**src/rtl/uart_sender.sv**
```systemverilog
// uart_sender: byte FIFO feeding an 8N1 serial transmitter (LSB first, idle-high line).
module uart_sender #(
  parameter int unsigned CLKS_PER_BIT = 868,
  parameter int unsigned FIFO_DEPTH   = 4
) (
  input  logic       CLK,
  input  logic       reset,
  input  logic [7:0] data,
  input  logic       valid,
  output logic       sender_ready,
  output logic       txd,
  output logic       busy
);

  localparam int unsigned CntW = $clog2(CLKS_PER_BIT);
  localparam int unsigned PtrW = $clog2(FIFO_DEPTH);
  localparam logic [CntW-1:0] BaudLast = CntW'(CLKS_PER_BIT - 1);
  localparam logic [PtrW:0]   FullCnt  = (PtrW + 1)'(FIFO_DEPTH);

  typedef enum logic [1:0] {StIdle, StStart, StData, StStop} state_e;

  // FIFO storage and bookkeeping; occupancy is kept apart from the pointers so that
  // full and empty remain distinguishable when the pointers coincide.
  logic [7:0]      mem_q [FIFO_DEPTH];
  logic [PtrW-1:0] wr_ptr_q, wr_ptr_d;
  logic [PtrW-1:0] rd_ptr_q, rd_ptr_d;
  logic [PtrW:0]   count_q, count_d;
  logic            push, pop, fifo_empty;

  // Transmitter state.
  state_e          state_q;
  logic [CntW-1:0] baud_q;
  logic [2:0]      bit_idx_q;
  logic [7:0]      shift_q;
  logic            txd_q;
  // Tracks the cycle where txd still shows the stop bit after the FSM has gone idle.
  logic            line_active_q;
  logic            baud_wrap;

  assign sender_ready = (count_q < FullCnt);
  assign push         = valid & sender_ready;
  assign fifo_empty   = (count_q == '0);
  assign baud_wrap    = (baud_q == BaudLast);

  assign txd  = txd_q;
  assign busy = (state_q != StIdle) | ~fifo_empty | line_active_q;

  // Pop whenever the FSM is ready for a new byte: from idle, or at the end of a stop bit.
  always_comb begin
    pop = 1'b0;
    if (!fifo_empty) begin
      if (state_q == StIdle) begin
        pop = 1'b1;
      end else if ((state_q == StStop) && baud_wrap) begin
        pop = 1'b1;
      end
    end
  end

  // Next-state for FIFO pointers and occupancy; push and pop may coincide.
  always_comb begin
    wr_ptr_d = wr_ptr_q;
    rd_ptr_d = rd_ptr_q;
    count_d  = count_q;
    if (push) begin
      wr_ptr_d = wr_ptr_q + PtrW'(1);
    end
    if (pop) begin
      rd_ptr_d = rd_ptr_q + PtrW'(1);
    end
    case ({push, pop})
      2'b10:   count_d = count_q + (PtrW + 1)'(1);
      2'b01:   count_d = count_q - (PtrW + 1)'(1);
      default: count_d = count_q;
    endcase
  end

  // FIFO pointer and occupancy registers.
  always_ff @(posedge CLK or negedge reset) begin
    if (!reset) begin
      wr_ptr_q <= '0;
      rd_ptr_q <= '0;
      count_q  <= '0;
    end else begin
      wr_ptr_q <= wr_ptr_d;
      rd_ptr_q <= rd_ptr_d;
      count_q  <= count_d;
    end
  end

  // FIFO data array; contents are don't-care until written, so no reset.
  always_ff @(posedge CLK) begin
    if (push) begin
      mem_q[wr_ptr_q] <= data;
    end
  end

  // Transmit FSM; txd is registered from the current state, so it trails the state by one cycle.
  always_ff @(posedge CLK or negedge reset) begin
    if (!reset) begin
      state_q       <= StIdle;
      baud_q        <= '0;
      bit_idx_q     <= '0;
      shift_q       <= '0;
      txd_q         <= 1'b1;
      line_active_q <= 1'b0;
    end else begin
      line_active_q <= (state_q != StIdle);
      unique case (state_q)
        StIdle: begin
          txd_q     <= 1'b1;
          baud_q    <= '0;
          bit_idx_q <= '0;
          if (pop) begin
            shift_q <= mem_q[rd_ptr_q];
            state_q <= StStart;
          end
        end
        StStart: begin
          txd_q <= 1'b0;
          if (baud_wrap) begin
            baud_q    <= '0;
            bit_idx_q <= '0;
            state_q   <= StData;
          end else begin
            baud_q <= baud_q + CntW'(1);
          end
        end
        StData: begin
          txd_q <= shift_q[bit_idx_q];
          if (baud_wrap) begin
            baud_q <= '0;
            if (bit_idx_q == 3'd7) begin
              bit_idx_q <= '0;
              state_q   <= StStop;
            end else begin
              bit_idx_q <= bit_idx_q + 3'd1;
            end
          end else begin
            baud_q <= baud_q + CntW'(1);
          end
        end
        StStop: begin
          txd_q <= 1'b1;
          if (baud_wrap) begin
            baud_q    <= '0;
            bit_idx_q <= '0;
            // Chain straight into the next start bit when more data is queued.
            if (pop) begin
              shift_q <= mem_q[rd_ptr_q];
              state_q <= StStart;
            end else begin
              state_q <= StIdle;
            end
          end else begin
            baud_q <= baud_q + CntW'(1);
          end
        end
        default: begin
          state_q <= StIdle;
        end
      endcase
    end
  end

endmodule

```
**config.mk**
```make
export PLATFORM = sky130hd
export DESIGN_NAME = uart_sender
export DESIGN_NICKNAME = d
export VERILOG_FILES = /design/src/rtl/uart_sender.sv
export SDC_FILE = /design/constraint.sdc
export NUM_CORES = 1
export LEC_CHECK = 0
export ABC_AREA = 0
export ABC_CLOCK_PERIOD_IN_PS = 2800
export CAP_MARGIN = 20
export CORE_MARGIN = 4
export CORE_UTILIZATION = 35
export DETAILED_ROUTE_END_ITERATION = 10
export PLACE_DENSITY = 0.5
export REMOVE_ABC_BUFFERS = 1
export SLEW_MARGIN = 20
export SYNTH_ARGS = -nofsm -noshare
export SYNTH_HDL_FRONTEND = slang
export SYNTH_SLANG_ARGS = --single-unit
```
**constraint.sdc**
```tcl
create_clock -name CLK -period 2.8 [get_ports CLK]
set_input_delay 0.56 -clock CLK [delete_from_list [all_inputs] [get_ports CLK]]
set_output_delay 0.56 -clock CLK [all_outputs]
set_load 0.01 [all_outputs]
```
==> qor_table.md, run 1 <==
| Group | Item | Reported |
|---|---|---|
| outcome | Status | complete, no violations |
| setup path | Critical path fanouts, max | 5 |
| die | Die Y | 98.3 um |
| global route | Initial antenna violation count | 0 |
| detailed routing | Detail-routed via count per cell | 4.74 |
| synthesis | Number of synthesized flops with an enable pin | 32 |
| setup path | Cell repeated most along the worst path | inv_1 |
| cts | Clk buf depth | 2 |
| cts | TritonCTS clock tree | built |
| setup path | Critical path launch point type | flop |
| die | Placeable core region | 0.00781 mm2 |
| synthesis | Seq/Total Area, Yosys | 61.8% |
| hold path | Number of instances on the worst hold path | 1 |
| setup path | Critical path's largest stage delay | 0.48 ns |
| placed design | HPWL after DPL | 3260 um |
| cts | Post-CTS Setup Repair Bufs | 0 |
| cts | Buffer cell driving the clock tree root | clkbuf_8 |
| sta | Setup repair after global routing missed its margin | false |
| setup path | Worst Path Arrival | 2.07 ns |
| cts | Number of CTS-inserted buffers | 9 |
| sta | Final slew viol count | 0 |
| synthesis | Mean instance size in the synthesized netlist | 14.6 um2 |
| sta | Clock skew | 0.0102 ns |
| cts | Post-cts hold buffer count | 0 |
| die | Chip width | 98.3 um |
| sta | Final hold viol count | 0 |
| synthesis | Synthesized flop and latch total | 64 |
| power and ir drop | Worst ir drop on vdd | 0.363 mV |
| detailed routing | Routed WL | 4580 um |
| die | Floorplan row count | 32 |
| setup path | Startpoint-to-endpoint class of the critical path | flop to output pin |
| synthesis | Total number of yosys warnings | 0 |
| setup path | Endpoint required time on the critical path | 2.24 ns |
| detailed routing | Via count of the routed design | 1545 |
| setup path | CP max stage cell | clkdlybuf4s50_1 |
| power and ir drop | Total power consumption of the routed design | 3430 uW |
| detailed routing | DR iter-0 viols | 35 |
| sta | Post-Route Setup TNS | 0 ns |
| setup path | Reg2reg end | count_q[2] |
| setup path | Worst-case reg-to-reg path depth | 11 |
| sta | Minimum clock period | 2.63 ns |
| setup path | Worst path cell trace | inv_1 > ha_2 > inv_1 > or3_1 > clkdlybuf4s50_1 |
| cts | Clock transition at the registers of the reported paths | 0.07 ns |
| die | Initial standard-cell utilization of the core | 36.5% |
| setup path | CP endpoint kind | output pin |
| cells and area | Most frequent standard cell in the layout excluding fill and tap cells | edfxtp_1 |
| synthesis | Synth unique cells | 36 |
| placed design | GPL Wtd Cong | 0.765 |
| global route | First-pass GRT wire length | 7960 um |
| setup path | Reg-to-reg setup timing slack | 0.20 ns |
| synthesis | Proportion of synthesized flip-flops having asynchronous set or reset | 50.0% |
| global route | Total global-route track usage | 10.7% |
| cts | Clock latency reported for the late side of the worst-skew pair | 0.34 ns |
| detailed routing | DRC errors left | 0 |
| cells and area | ANT cells | 0 |
| sta | Final number of setup-violating endpoints | 0 |
| detailed routing | Number of optimization iterations in the first detailed-route pass | 4 |
| hold path | Hold Startpoint | baud_q[0] |
| setup path | Worst r2r src | baud_q[0] |
| detailed routing | Detail Route Antenna Nets | 0 |
| power and ir drop | Cell area power density | 1030 mW/mm2 |
| hold path | Sink of the worst hold path | baud_q[0] |
| sta | Max_slew headroom | 61.6% |
| die | Die Outline Area | 0.00966 mm2 |
| cts | Htree depth | 3 |
| global route | Largest net degree at the start of global routing | 33 |
| cells and area | Area growth from synthesis to final layout | 17.2% |
| sta | Top achievable clock speed | 380 MHz |
| cells and area | Total number of nets in the final design | 244 |
| cells and area | Proportion of layout cells with a drive suffix above 1 | 20.1% |
| job | Maximum capacitance violations | 0 |
| synthesis | Mapped Area | 0.00285 mm2 |
| synthesis | Count of mapped cells out of synthesis | 196 |
| synthesis | Most used flip-flop cell after synthesis | edfxtp_1 |
| cts | Number of clock sinks seen by CTS | 64 |
| sta | Slew at the pin closest to its max-slew limit | 0.577 ns |
| die | Number of ports placed on the die boundary | 14 |
| global route | Vias in the first global route | 1573 |
| global route | Overflow after GRT | 0 |
| detailed routing | Mean routed wirelength per cell | 14.1 um |
| cells and area | Core Util, Final | 42.8% |
| placed design | Buffers on Ports | 13 |
| cells and area | Top library cells by usage in the layout, fill and taps aside | edfxtp_1, dfrtp_1, inv_1, nor2_1, clkdlybuf4s50_1 |
| sta | Final critical-path share of the clock period | 93.9% |
| power and ir drop | Leakage power | 0.00128 uW |
| hold path | Class of the most critical hold timing path | flop to flop |
-- layout make-up --
cell class	instances	area, um2
Multi-Input combinational cell	111	1010
Clock inverter	7	103
Inverter	17	63.8
Fill cell	727	4460
Clock buffer	9	124
Tap cell	102	128
Sequential cell	64	1760
Timing Repair Buffer	16	153
-- metal layers --
layer | vias to the layer above | share of wire [%] | GRT usage, %
met4 | 0 | 1.0 | 4.41
met5 | - | 0 | 0
met3 | 4 | 4.7 | 4.57
met2 | 25 | 48 | 15.7
li1 | 753 | - | -
met1 | 763 | 47 | 13.8
-- registers in the layout (all words and copies together), names as in the netlist --
signal / flops
shift_q: 8
rd_ptr_q: 2
line_active_q: 1
mem_q: 32
baud_q: 10
bit_idx_q: 3
txd: 1
wr_ptr_q: 2
state_q: 2
count_q: 3
-- cells by family after synthesis --
logic type / count (synthesis) / synth area share [%]
DFF: 64 / 61.8
and+or+nand+nor: 46 / 8.64
buffers and inverters: 21 / 2.85
muxes: 22 / 12.1
AOI/OAI and AO/OA: 16 / 4.21
adders and majority gates: 14 / 6.40
xor gates and xnor gates: 13 / 3.99
-- what timing repair did --
action                                  CTS  global route
gates resized for setup                   0             1
endpoints found under the setup margin    0             1
endpoints found under the hold margin     0             0
-- cells in the mapped netlist, types with 2 or more instances --
master / count / share of area, %
edfxtp_1: 32 / 34
mux2i_1: 3 / 1.1
mux4_2: 9 / 7.1
xor2_1: 3 / 0.92
a21oi_1: 3 / 0.53
buf_2: 2 / 0.35
nor3_1: 2 / 0.35
nand3_1: 7 / 1.2
mux2_2: 10 / 3.9
nor2_1: 15 / 2.0
xnor2_1: 10 / 3.1
or3_1: 3 / 0.66
nor2b_1: 3 / 0.66
dfrtp_1: 31 / 27
o211ai_1: 2 / 0.53
and2_1: 4 / 0.88
o21ai_0: 5 / 0.88
ha_1: 13 / 5.7
inv_1: 17 / 2.2
nand2_1: 6 / 0.79
-- worst max path at each step --
stage | slack (ns) | startpoint | to
after floorplan | 0.42 | baud_q[0] | count_q[2]
after global placement | 0.25 | baud_q[0] | count_q[2]
after detailed placement | 0.21 | baud_q[0] | count_q[2]
after CTS | 0.10 | state_q[0] | busy
after global routing | 0.02 | baud_q[0] | count_q[2]
final | 0.17 | state_q[0] | busy
-- through the flow --
stage,hold slack (ns),area (um2),setup WS [ns],std cells
after floorplan,0.264,2840,0.421,192
after global placement,0.469,3120,0.250,310
after detailed placement,0.476,3120,0.205,310
after CTS,0.486,3340,0.104,326
after global routing,0.505,3340,0.0213,326
final,0.481,3340,0.170,326
-- power by group --
group / switching (uW) / internal (uW) / total [uW]
Clock: 372 / 511 / 883
Combinational: 520 / 567 / 1090
Sequential: 207 / 1250 / 1460
-- worst max-delay path: cells and delay by family, from the launching register on --
| family | cells | cell delay (ns) |
|---|---|---|
| simple gates | 1 | 0.37 |
| flops | 1 | 0.41 |
| fa+ha+maj | 1 | 0.24 |
| buf+inv | 3 | 0.72 |
No activity file was read; power rests on OpenSTA's default activity.
==> run 2: changes to the inputs <==
Settings changed: CTS_CLUSTER_SIZE set to 10.
==> results of run 2 <==
Final layout, timing and power as in run 1 (identical DEF).
